--- src/rtl/fetch_pkg.sv ---
// Shared definitions for the fetch-to-decode path: default widths matching DecodeUnit
// and the layout of one buffered queue entry.
package fetch_pkg;

    localparam int defAddressWidth            = 64;
    localparam int defInstructionWidth        = 32;
    localparam int defPidSize                 = 20;
    localparam int defTidSize                 = 16;
    localparam int defInstructionCounterWidth = 64;
    localparam int defQueueDepth              = 8;

    // Field order matches the packed storage word, majId in the top bits.
    typedef struct packed {
        logic [defInstructionCounterWidth-1:0] majId;
        logic [defTidSize-1:0]                 tid;
        logic [defPidSize-1:0]                 pid;
        logic                                  is64Bit;
        logic [defAddressWidth-1:0]            address;
        logic [defInstructionWidth-1:0]        instruction;
    } queueEntry_t;

    localparam int queueEntryWidth = $bits(queueEntry_t);

    function automatic int entryWidth(input int addrW, input int instrW, input int pidW,
                                      input int tidW, input int ctrW);
        return addrW + instrW + 1 + pidW + tidW + ctrW;
    endfunction

endpackage

--- src/rtl/fetch_decode_queue_if.sv ---
// Bundle between fetch/decode and the queue. The queue side uses the slave modport.
interface fetch_decode_queue_if
    import fetch_pkg::*;
#(
    parameter int addressWidth            = defAddressWidth,
    parameter int instructionWidth        = defInstructionWidth,
    parameter int PidSize                 = defPidSize,
    parameter int TidSize                 = defTidSize,
    parameter int instructionCounterWidth = defInstructionCounterWidth,
    parameter int queueDepth              = defQueueDepth
) ();

    // Handshake: enable_o is valid, !stall_i is ready; a word transfers on an edge where
    // both hold. enable_i is an unacknowledged push that fetch must gate with full_o.
    logic                               enable_i;
    logic [instructionWidth-1:0]        instruction_i;
    logic [addressWidth-1:0]            instructionAddress_i;
    logic                               is64Bit_i;
    logic [PidSize-1:0]                 instructionPid_i;
    logic [TidSize-1:0]                 instructionTid_i;
    logic                               flush_i;
    logic                               stall_i;

    logic                               full_o;
    logic [$clog2(queueDepth):0]        count_o;
    logic                               overflow_o;
    logic                               enable_o;
    logic [instructionWidth-1:0]        instruction_o;
    logic [addressWidth-1:0]            instructionAddress_o;
    logic                               is64Bit_o;
    logic [PidSize-1:0]                 instructionPid_o;
    logic [TidSize-1:0]                 instructionTid_o;
    logic [instructionCounterWidth-1:0] instructionMajId_o;

    modport master (
        output enable_i, instruction_i, instructionAddress_i, is64Bit_i,
               instructionPid_i, instructionTid_i, flush_i, stall_i,
        input  full_o, count_o, overflow_o, enable_o, instruction_o, instructionAddress_o,
               is64Bit_o, instructionPid_o, instructionTid_o, instructionMajId_o
    );

    modport slave (
        input  enable_i, instruction_i, instructionAddress_i, is64Bit_i,
               instructionPid_i, instructionTid_i, flush_i, stall_i,
        output full_o, count_o, overflow_o, enable_o, instruction_o, instructionAddress_o,
               is64Bit_o, instructionPid_o, instructionTid_o, instructionMajId_o
    );

endinterface

--- src/rtl/fetch_queue_ram.sv ---
// Queue storage: register array with one synchronous write port and one
// asynchronous read port.
module fetch_queue_ram #(
    parameter int depth     = 8,
    parameter int width     = 32,
    parameter int addrWidth = $clog2(depth)
) (
    input  logic                 clock_i,
    input  logic                 writeEnable,
    input  logic [addrWidth-1:0] writeAddr,
    input  logic [width-1:0]     writeData,
    input  logic [addrWidth-1:0] readAddr,
    output logic [width-1:0]     readData
);

    logic [width-1:0] mem [depth];

    always_ff @(posedge clock_i) begin
        if (writeEnable) mem[writeAddr] <= writeData;
    end

    assign readData = mem[readAddr];

endmodule

--- src/rtl/fetch_decode_queue.sv ---
// Instruction queue between fetch and DecodeUnit: stamps each accepted word with a
// major ID and presents words in order from a registered output stage.
module fetch_decode_queue
    import fetch_pkg::*;
#(
    parameter int addressWidth            = defAddressWidth,
    parameter int instructionWidth        = defInstructionWidth,
    parameter int PidSize                 = defPidSize,
    parameter int TidSize                 = defTidSize,
    parameter int instructionCounterWidth = defInstructionCounterWidth,
    parameter int queueDepth              = defQueueDepth
) (
    input  logic                 clock_i,
    input  logic                 reset_i,
    fetch_decode_queue_if.slave  bus
);

    localparam int ptrWidth   = $clog2(queueDepth);
    localparam int countWidth = ptrWidth + 1;
    localparam int entryW     = entryWidth(addressWidth, instructionWidth, PidSize,
                                           TidSize, instructionCounterWidth);

    logic [ptrWidth-1:0]                wrPtr, rdPtr;
    logic [countWidth-1:0]              count;
    logic [instructionCounterWidth-1:0] majIdCtr;
    logic                               overflow;
    logic                               enableReg;
    logic [instructionWidth-1:0]        instrReg;
    logic [addressWidth-1:0]            addrReg;
    logic                               is64Reg;
    logic [PidSize-1:0]                 pidReg;
    logic [TidSize-1:0]                 tidReg;
    logic [instructionCounterWidth-1:0] majIdReg;

    logic              full, empty, push, advance, drain;
    logic [entryW-1:0] wrData, rdData;

    assign full  = (count == countWidth'(queueDepth));
    assign empty = (count == '0);
    // full comes from the registered count, so a same-cycle advance never frees a slot.
    assign push    = bus.enable_i && !full && !bus.flush_i;
    assign advance = !empty && (!enableReg || !bus.stall_i);
    assign drain   = empty && enableReg && !bus.stall_i;

    assign wrData = {majIdCtr, bus.instructionTid_i, bus.instructionPid_i, bus.is64Bit_i,
                     bus.instructionAddress_i, bus.instruction_i};

    fetch_queue_ram #(
        .depth (queueDepth),
        .width (entryW)
    ) u_ram (
        .clock_i     (clock_i),
        .writeEnable (push),
        .writeAddr   (wrPtr),
        .writeData   (wrData),
        .readAddr    (rdPtr),
        .readData    (rdData)
    );

    always_ff @(posedge clock_i or negedge reset_i) begin
        if (!reset_i) begin
            wrPtr <= '0;
            rdPtr <= '0;
            count <= '0;
        end else if (bus.flush_i) begin
            wrPtr <= '0;
            rdPtr <= '0;
            count <= '0;
        end else begin
            if (push)    wrPtr <= wrPtr + ptrWidth'(1);
            if (advance) rdPtr <= rdPtr + ptrWidth'(1);
            if (push && !advance)      count <= count + countWidth'(1);
            else if (!push && advance) count <= count - countWidth'(1);
        end
    end

    // The ID counter is never rewound by flush so IDs stay unique.
    always_ff @(posedge clock_i or negedge reset_i) begin
        if (!reset_i) begin
            majIdCtr <= '0;
            overflow <= 1'b0;
        end else begin
            if (push) majIdCtr <= majIdCtr + instructionCounterWidth'(1);
            if (bus.enable_i && full) overflow <= 1'b1;
        end
    end

    always_ff @(posedge clock_i or negedge reset_i) begin
        if (!reset_i) begin
            enableReg <= 1'b0;
            instrReg  <= '0;
            addrReg   <= '0;
            is64Reg   <= 1'b0;
            pidReg    <= '0;
            tidReg    <= '0;
            majIdReg  <= '0;
        end else if (bus.flush_i) begin
            enableReg <= 1'b0;
        end else if (advance) begin
            enableReg <= 1'b1;
            {majIdReg, tidReg, pidReg, is64Reg, addrReg, instrReg} <= rdData;
        end else if (drain) begin
            enableReg <= 1'b0;
        end
    end

    assign bus.full_o               = full;
    assign bus.count_o              = count;
    assign bus.overflow_o           = overflow;
    assign bus.enable_o             = enableReg;
    assign bus.instruction_o        = instrReg;
    assign bus.instructionAddress_o = addrReg;
    assign bus.is64Bit_o            = is64Reg;
    assign bus.instructionPid_o     = pidReg;
    assign bus.instructionTid_o     = tidReg;
    assign bus.instructionMajId_o   = majIdReg;

endmodule
--- src/flat_wrapper.sv ---
// flat-port wrapper written by rule: the top's interface ports become plain ports
module fetch_decode_queue_flat import fetch_pkg::*;
#(
    parameter int addressWidth            = defAddressWidth,
    parameter int instructionWidth        = defInstructionWidth,
    parameter int PidSize                 = defPidSize,
    parameter int TidSize                 = defTidSize,
    parameter int instructionCounterWidth = defInstructionCounterWidth,
    parameter int queueDepth              = defQueueDepth
)
  (clock_i, reset_i, bus_enable_i, bus_instruction_i, bus_instructionAddress_i, bus_is64Bit_i, bus_instructionPid_i, bus_instructionTid_i, bus_flush_i, bus_stall_i, bus_full_o, bus_count_o, bus_overflow_o, bus_enable_o, bus_instruction_o, bus_instructionAddress_o, bus_is64Bit_o, bus_instructionPid_o, bus_instructionTid_o, bus_instructionMajId_o);
  fetch_decode_queue_if #(.addressWidth(addressWidth), .instructionWidth(instructionWidth), .PidSize(PidSize), .TidSize(TidSize), .instructionCounterWidth(instructionCounterWidth), .queueDepth(queueDepth)) bus_i ();
  input  logic clock_i;
  input  logic reset_i;
  input wire logic [$bits(bus_i.enable_i)-1:0] bus_enable_i;
  input wire logic [$bits(bus_i.instruction_i)-1:0] bus_instruction_i;
  input wire logic [$bits(bus_i.instructionAddress_i)-1:0] bus_instructionAddress_i;
  input wire logic [$bits(bus_i.is64Bit_i)-1:0] bus_is64Bit_i;
  input wire logic [$bits(bus_i.instructionPid_i)-1:0] bus_instructionPid_i;
  input wire logic [$bits(bus_i.instructionTid_i)-1:0] bus_instructionTid_i;
  input wire logic [$bits(bus_i.flush_i)-1:0] bus_flush_i;
  input wire logic [$bits(bus_i.stall_i)-1:0] bus_stall_i;
  output wire logic [$bits(bus_i.full_o)-1:0] bus_full_o;
  output wire logic [$bits(bus_i.count_o)-1:0] bus_count_o;
  output wire logic [$bits(bus_i.overflow_o)-1:0] bus_overflow_o;
  output wire logic [$bits(bus_i.enable_o)-1:0] bus_enable_o;
  output wire logic [$bits(bus_i.instruction_o)-1:0] bus_instruction_o;
  output wire logic [$bits(bus_i.instructionAddress_o)-1:0] bus_instructionAddress_o;
  output wire logic [$bits(bus_i.is64Bit_o)-1:0] bus_is64Bit_o;
  output wire logic [$bits(bus_i.instructionPid_o)-1:0] bus_instructionPid_o;
  output wire logic [$bits(bus_i.instructionTid_o)-1:0] bus_instructionTid_o;
  output wire logic [$bits(bus_i.instructionMajId_o)-1:0] bus_instructionMajId_o;
  assign bus_i.enable_i = bus_enable_i;
  assign bus_i.instruction_i = bus_instruction_i;
  assign bus_i.instructionAddress_i = bus_instructionAddress_i;
  assign bus_i.is64Bit_i = bus_is64Bit_i;
  assign bus_i.instructionPid_i = bus_instructionPid_i;
  assign bus_i.instructionTid_i = bus_instructionTid_i;
  assign bus_i.flush_i = bus_flush_i;
  assign bus_i.stall_i = bus_stall_i;
  assign bus_full_o = bus_i.full_o;
  assign bus_count_o = bus_i.count_o;
  assign bus_overflow_o = bus_i.overflow_o;
  assign bus_enable_o = bus_i.enable_o;
  assign bus_instruction_o = bus_i.instruction_o;
  assign bus_instructionAddress_o = bus_i.instructionAddress_o;
  assign bus_is64Bit_o = bus_i.is64Bit_o;
  assign bus_instructionPid_o = bus_i.instructionPid_o;
  assign bus_instructionTid_o = bus_i.instructionTid_o;
  assign bus_instructionMajId_o = bus_i.instructionMajId_o;
  fetch_decode_queue #(.addressWidth(addressWidth), .instructionWidth(instructionWidth), .PidSize(PidSize), .TidSize(TidSize), .instructionCounterWidth(instructionCounterWidth), .queueDepth(queueDepth)) u_core (.clock_i(clock_i), .reset_i(reset_i), .bus(bus_i));
endmodule
--- config.mk ---
export PLATFORM = sky130hd
export DESIGN_NAME = fetch_decode_queue_flat
export DESIGN_NICKNAME = d
export VERILOG_FILES = /design/src/rtl/fetch_pkg.sv /design/src/rtl/fetch_decode_queue_if.sv /design/src/rtl/fetch_queue_ram.sv /design/src/rtl/fetch_decode_queue.sv /design/src/flat_wrapper.sv
export SDC_FILE = /design/constraint.sdc
export NUM_CORES = 2
export LEC_CHECK = 0
export CAP_MARGIN = 5
export CORE_AREA = 2 2 318 556
export DETAILED_ROUTE_END_ITERATION = 8
export DIE_AREA = 0 0 320 558
export PLACE_DENSITY = 0.66
export REMOVE_ABC_BUFFERS = 1
export SYNTH_ARGS = -nofsm -noshare
export SYNTH_HDL_FRONTEND = slang
export SYNTH_SLANG_ARGS = --single-unit
--- constraint.sdc ---
create_clock -name clock_i -period 20.5 [get_ports clock_i]
set_clock_uncertainty 0.15 [all_clocks]
set_input_delay 3.075 -clock clock_i [delete_from_list [all_inputs] [get_ports clock_i]]
set_output_delay 3.075 -clock clock_i [all_outputs]
set_load 0.1 [all_outputs]
==> key figures <==
Synthesis
  – Seq/Total Area, Yosys: 78.2%
  – Share of async-settable or async-resettable flops after synthesis: 14.8%
  – Area of the mapped netlist: 69300 um2
  – Flop and latch count out of synthesis: 1849
  – Number of enable flip-flop cells after synthesis: 1576
  – Avg Cell Area, Syn: 21.2 um2
  – Number of distinct library cell variants in the gate-level netlist after synthesis: 47
  – Cells after Synth: 3264
  – Yosys warnings: 0
  – Post-synth top flop: sky130_fd_sc_hd__edfxtp_1

STA
  – Setup TNS Final: 0 ps
  – Final min period: 7410 ps
  – Tightest slew margin relative to the limit: 24.3%
  – Hold Worst Slack: 310 ps
  – Final Hold Fails: 0
  – Final worst-path cycle share: 36.2%
  – Slew at the pin with the worst max-slew slack: 1130 ps
  – Count of final setup violators: 0
  – Unrepaired setup endpoints after global routing: no
  – Count of final max-slew check failures: 0
  – Final setup slack of the worst path: 13090 ps
  – Achievable Freq: 135 MHz

Clock tree
  – H-tree Lvls: 4
  – Post-CTS setup buffers: 0
  – Maximum buffer depth of the clock tree: 4
  – CTS tree: done
  – Num CTS Buffers: 172
  – CTS Root Cell: sky130_fd_sc_hd__clkbuf_16
  – Total of hold buffers inserted after clock tree synthesis: 0
  – Clock Latency Late Sink: 810 ps
  – Clock edge transition at the registers on the reported setup and hold paths: 60 ps
  – Number of cells upsized or downsized after cts: 0
  – TritonCTS Sinks: 1849

Critical path
  – Peak fanout along the critical path: 50
  – Reg2reg path depth: 7
  – WS Path Type: primary input to register
  – CP Data Arrival Time: 7650 ps
  – Element type at the critical path start: primary input
  – Worst Path Required: 20740 ps
  – Crit end category: register

Placement
  – Placed cell areas: 75300 um2
  – Pre-CTS setup slack: 12150 ps
  – Detailed placement HPWL: 79400 um
  – Number of placed instances, taps included: 5755
  – Number of I/O port buffers: 341
  – Final RePlAce weighted congestion: 0.709

Power
  – Worst IR Drop VDD: 0.124 mV
  – Power per cell area: 141 nW/um2
  – Leakage power: 25.8 nW

Detailed routing
  – Routed Antenna Nets: 0
  – Final routed wire length divided by cell count: 24.5 um
  – Detailed-route DRC error count: 0
  – First-pass detailed-route iteration total: 5
  – Detailed-route vias per instance: 5.32
  – Wirelength, routed: 149000 um
  – Initial DRC count: 2559
  – Vias after detailed routing: 32200

Run status
  – Run status: completed

Layout
  – Fill cells: 14400
  – Area growth from synthesis to layout: 16.9%
  – Count of nets after finishing: 3818
  – Share of layout cells above drive strength 1: 19.4%
  – Final non-filler cell area: 81000 um2
  – Number of standard cells in the layout, taps in and fillers out: 6065
  – FF+latch area: 54200 um2
  – Multi-input gate area: 14400 um2

Floorplanning
  – Row count: 203
  – I/O pin count: 342
  – Overall die area: 179000 um2
  – Die outline height: 558 um
  – Starting density of the core: 39.7%
  – X dimension of the die: 320 um
  – Area inside the core boundary: 174000 um2

Global routing
  – Remaining global-route overflow: 0
  – Global-route wire length before repair: 223000 um
  – Antenna violations before repair: 12
  – Maximum number of pins on one net before global-route repair: 163
  – Vias in the first global route: 34300
  – GRT Util Overall: 16.6%

Flow run
  – Maxcap violations: 0

Hold path
  – Min-Delay Path Class: register to register
  – Cell depth of the worst hold path: 1
cell type report:
type / count / share of cell area [%]
well taps: 2255 / 3.48
clock buffers: 219 / 5.72
inverters: 10 / 0.0464
diodes: 6 / 0.0185
flip-flops and latches: 1849 / 66.9
clock inverters: 85 / 1.24
multi-input cells: 1247 / 17.8
repair buffers: 394 / 4.82
per-layer routing:
metal / global-route usage (%) / vias to the layer above / wire [um]
met5: 0 / - / 82
met4: 4.70 / 14 / 3400
met3: 3.16 / 242 / 8090
met2: 28.6 / 768 / 75200
met1: 21.6 / 17200 / 62000
li1: - / 14000 / -
Yosys cell counts (2+ instances only):
| cell | number | area share [%] |
|---|---|---|
| sky130_fd_sc_hd__nor3_2 | 5 | 0.072 |
| sky130_fd_sc_hd__mux2i_1 | 198 | 2.9 |
| sky130_fd_sc_hd__mux4_2 | 394 | 13 |
| sky130_fd_sc_hd__clkbuf_1 | 51 | 0.28 |
| sky130_fd_sc_hd__buf_1 | 11 | 0.060 |
| sky130_fd_sc_hd__nand4_1 | 19 | 0.17 |
| sky130_fd_sc_hd__nand3_1 | 25 | 0.18 |
| sky130_fd_sc_hd__dfrtp_1 | 273 | 9.9 |
| sky130_fd_sc_hd__nand4b_1 | 3 | 0.038 |
| sky130_fd_sc_hd__and3_1 | 6 | 0.054 |
| sky130_fd_sc_hd__buf_4 | 2 | 0.022 |
| sky130_fd_sc_hd__nor3_1 | 16 | 0.12 |
| sky130_fd_sc_hd__inv_1 | 10 | 0.054 |
| sky130_fd_sc_hd__nand4_2 | 2 | 0.036 |
| sky130_fd_sc_hd__buf_6 | 2 | 0.033 |
| sky130_fd_sc_hd__nor4_2 | 4 | 0.072 |
| sky130_fd_sc_hd__a21oi_1 | 203 | 1.5 |
| sky130_fd_sc_hd__ha_1 | 5 | 0.090 |
| sky130_fd_sc_hd__nor2_1 | 225 | 1.2 |
| sky130_fd_sc_hd__nand2_1 | 41 | 0.22 |
| sky130_fd_sc_hd__xnor2_1 | 40 | 0.51 |
| sky130_fd_sc_hd__buf_2 | 92 | 0.66 |
| sky130_fd_sc_hd__edfxtp_1 | 1576 | 68 |
| sky130_fd_sc_hd__nor4_1 | 6 | 0.054 |
| sky130_fd_sc_hd__nand2b_1 | 3 | 0.027 |
| sky130_fd_sc_hd__xor2_1 | 30 | 0.38 |
| sky130_fd_sc_hd__nor2_2 | 2 | 0.018 |
state kept, by name (all words and copies together) (netlist names):
register	cells
u_core.majIdCtr	64
u_core.u_ram.mem	1576
u_core.wrPtr	3
u_core.bus.instructionPid_o	20
u_core.bus.enable_o	1
u_core.bus.instructionAddress_o	64
u_core.bus.instruction_o	32
u_core.bus.is64Bit_o	1
u_core.rdPtr	3
u_core.bus.count_o	4
u_core.bus.overflow_o	1
u_core.bus.instructionTid_o	16
u_core.bus.instructionMajId_o	64
cell usage in the layout, fill, tap and decap left out, types with 10 or more instances in the layout:
master                            instances
sky130_fd_sc_hd__buf_4                   49
sky130_fd_sc_hd__clkinv_1                18
sky130_fd_sc_hd__nand4_1                 19
sky130_fd_sc_hd__nor2_1                 221
sky130_fd_sc_hd__clkbuf_16              175
sky130_fd_sc_hd__edfxtp_1              1576
sky130_fd_sc_hd__xor2_1                  30
sky130_fd_sc_hd__clkbuf_1                35
sky130_fd_sc_hd__nand3_1                 25
sky130_fd_sc_hd__mux4_2                 394
sky130_fd_sc_hd__a21oi_1                203
sky130_fd_sc_hd__nand2_1                 41
sky130_fd_sc_hd__clkdlybuf4s50_1        336
sky130_fd_sc_hd__nor3_1                  12
sky130_fd_sc_hd__clkinv_2                27
sky130_fd_sc_hd__xnor2_1                 40
sky130_fd_sc_hd__inv_1                   10
sky130_fd_sc_hd__bufinv_16               21
sky130_fd_sc_hd__dfrtp_1                270
sky130_fd_sc_hd__mux2i_1                198
kinds of logic (layout without fill, tap and decap cells):
group	count (synthesis)	in the layout	synth area share (%)
other	0	6	0
adder cells (fa/ha/maj)	6	6	0.119
AND/OR/NAND/NOR	370	370	2.48
buffers and inverters	168	708	1.11
XOR/XNOR	70	70	0.885
multiplexers	592	592	15.7
flip-flops	1849	1849	78.2
AO/OA/AOI/OAI	209	209	1.54
worst max-delay path, stage by stage:
cell,delay (ps)
sky130_fd_sc_hd__clkdlybuf4s50_1,700
sky130_fd_sc_hd__nand2b_1,370
sky130_fd_sc_hd__nor2_1,250
sky130_fd_sc_hd__nand2_1,270
sky130_fd_sc_hd__nor2_4,510
sky130_fd_sc_hd__buf_4,790
sky130_fd_sc_hd__buf_4,750
sky130_fd_sc_hd__buf_4,800
where the power goes:
group / internal [mW] / total (mW) / leakage [nW] / switching [mW]
clock network: 1.87 / 3.22 / 2.75 / 1.35
logic: 1.14 / 3.60 / 5.43 / 2.46
registers: 4.39 / 4.60 / 17.6 / 0.215
final timing paths:
check | startpoint | end | slack, ps
max reg2reg | u_core.rdPtr[0] | u_core.bus.instruction_o[0] | 15050
min | u_core.bus.overflow_o | u_core.bus.overflow_o | 310
min reg2reg | u_core.bus.overflow_o | u_core.bus.overflow_o | 310
max in group asynchronous | reset_i | u_core.bus.instruction_o[2] | 16190
max | bus_flush_i | u_core.u_ram.mem[7][38] | 13090
min in group asynchronous | reset_i | u_core.bus.instructionAddress_o[52] | 2050
per-stage QoR:
| stage | total power, mW | util (%) |
|---|---|---|
| finish | 11.4 | 46.5 |
| global route | 11.9 | 46.5 |
| CTS | 11.6 | 46.5 |
| detailed placement | 8.34 | 43.2 |
| global placement | 8.31 | 43.2 |
| floorplan | 8.29 | - |
(Power assumes the default switching activity.)
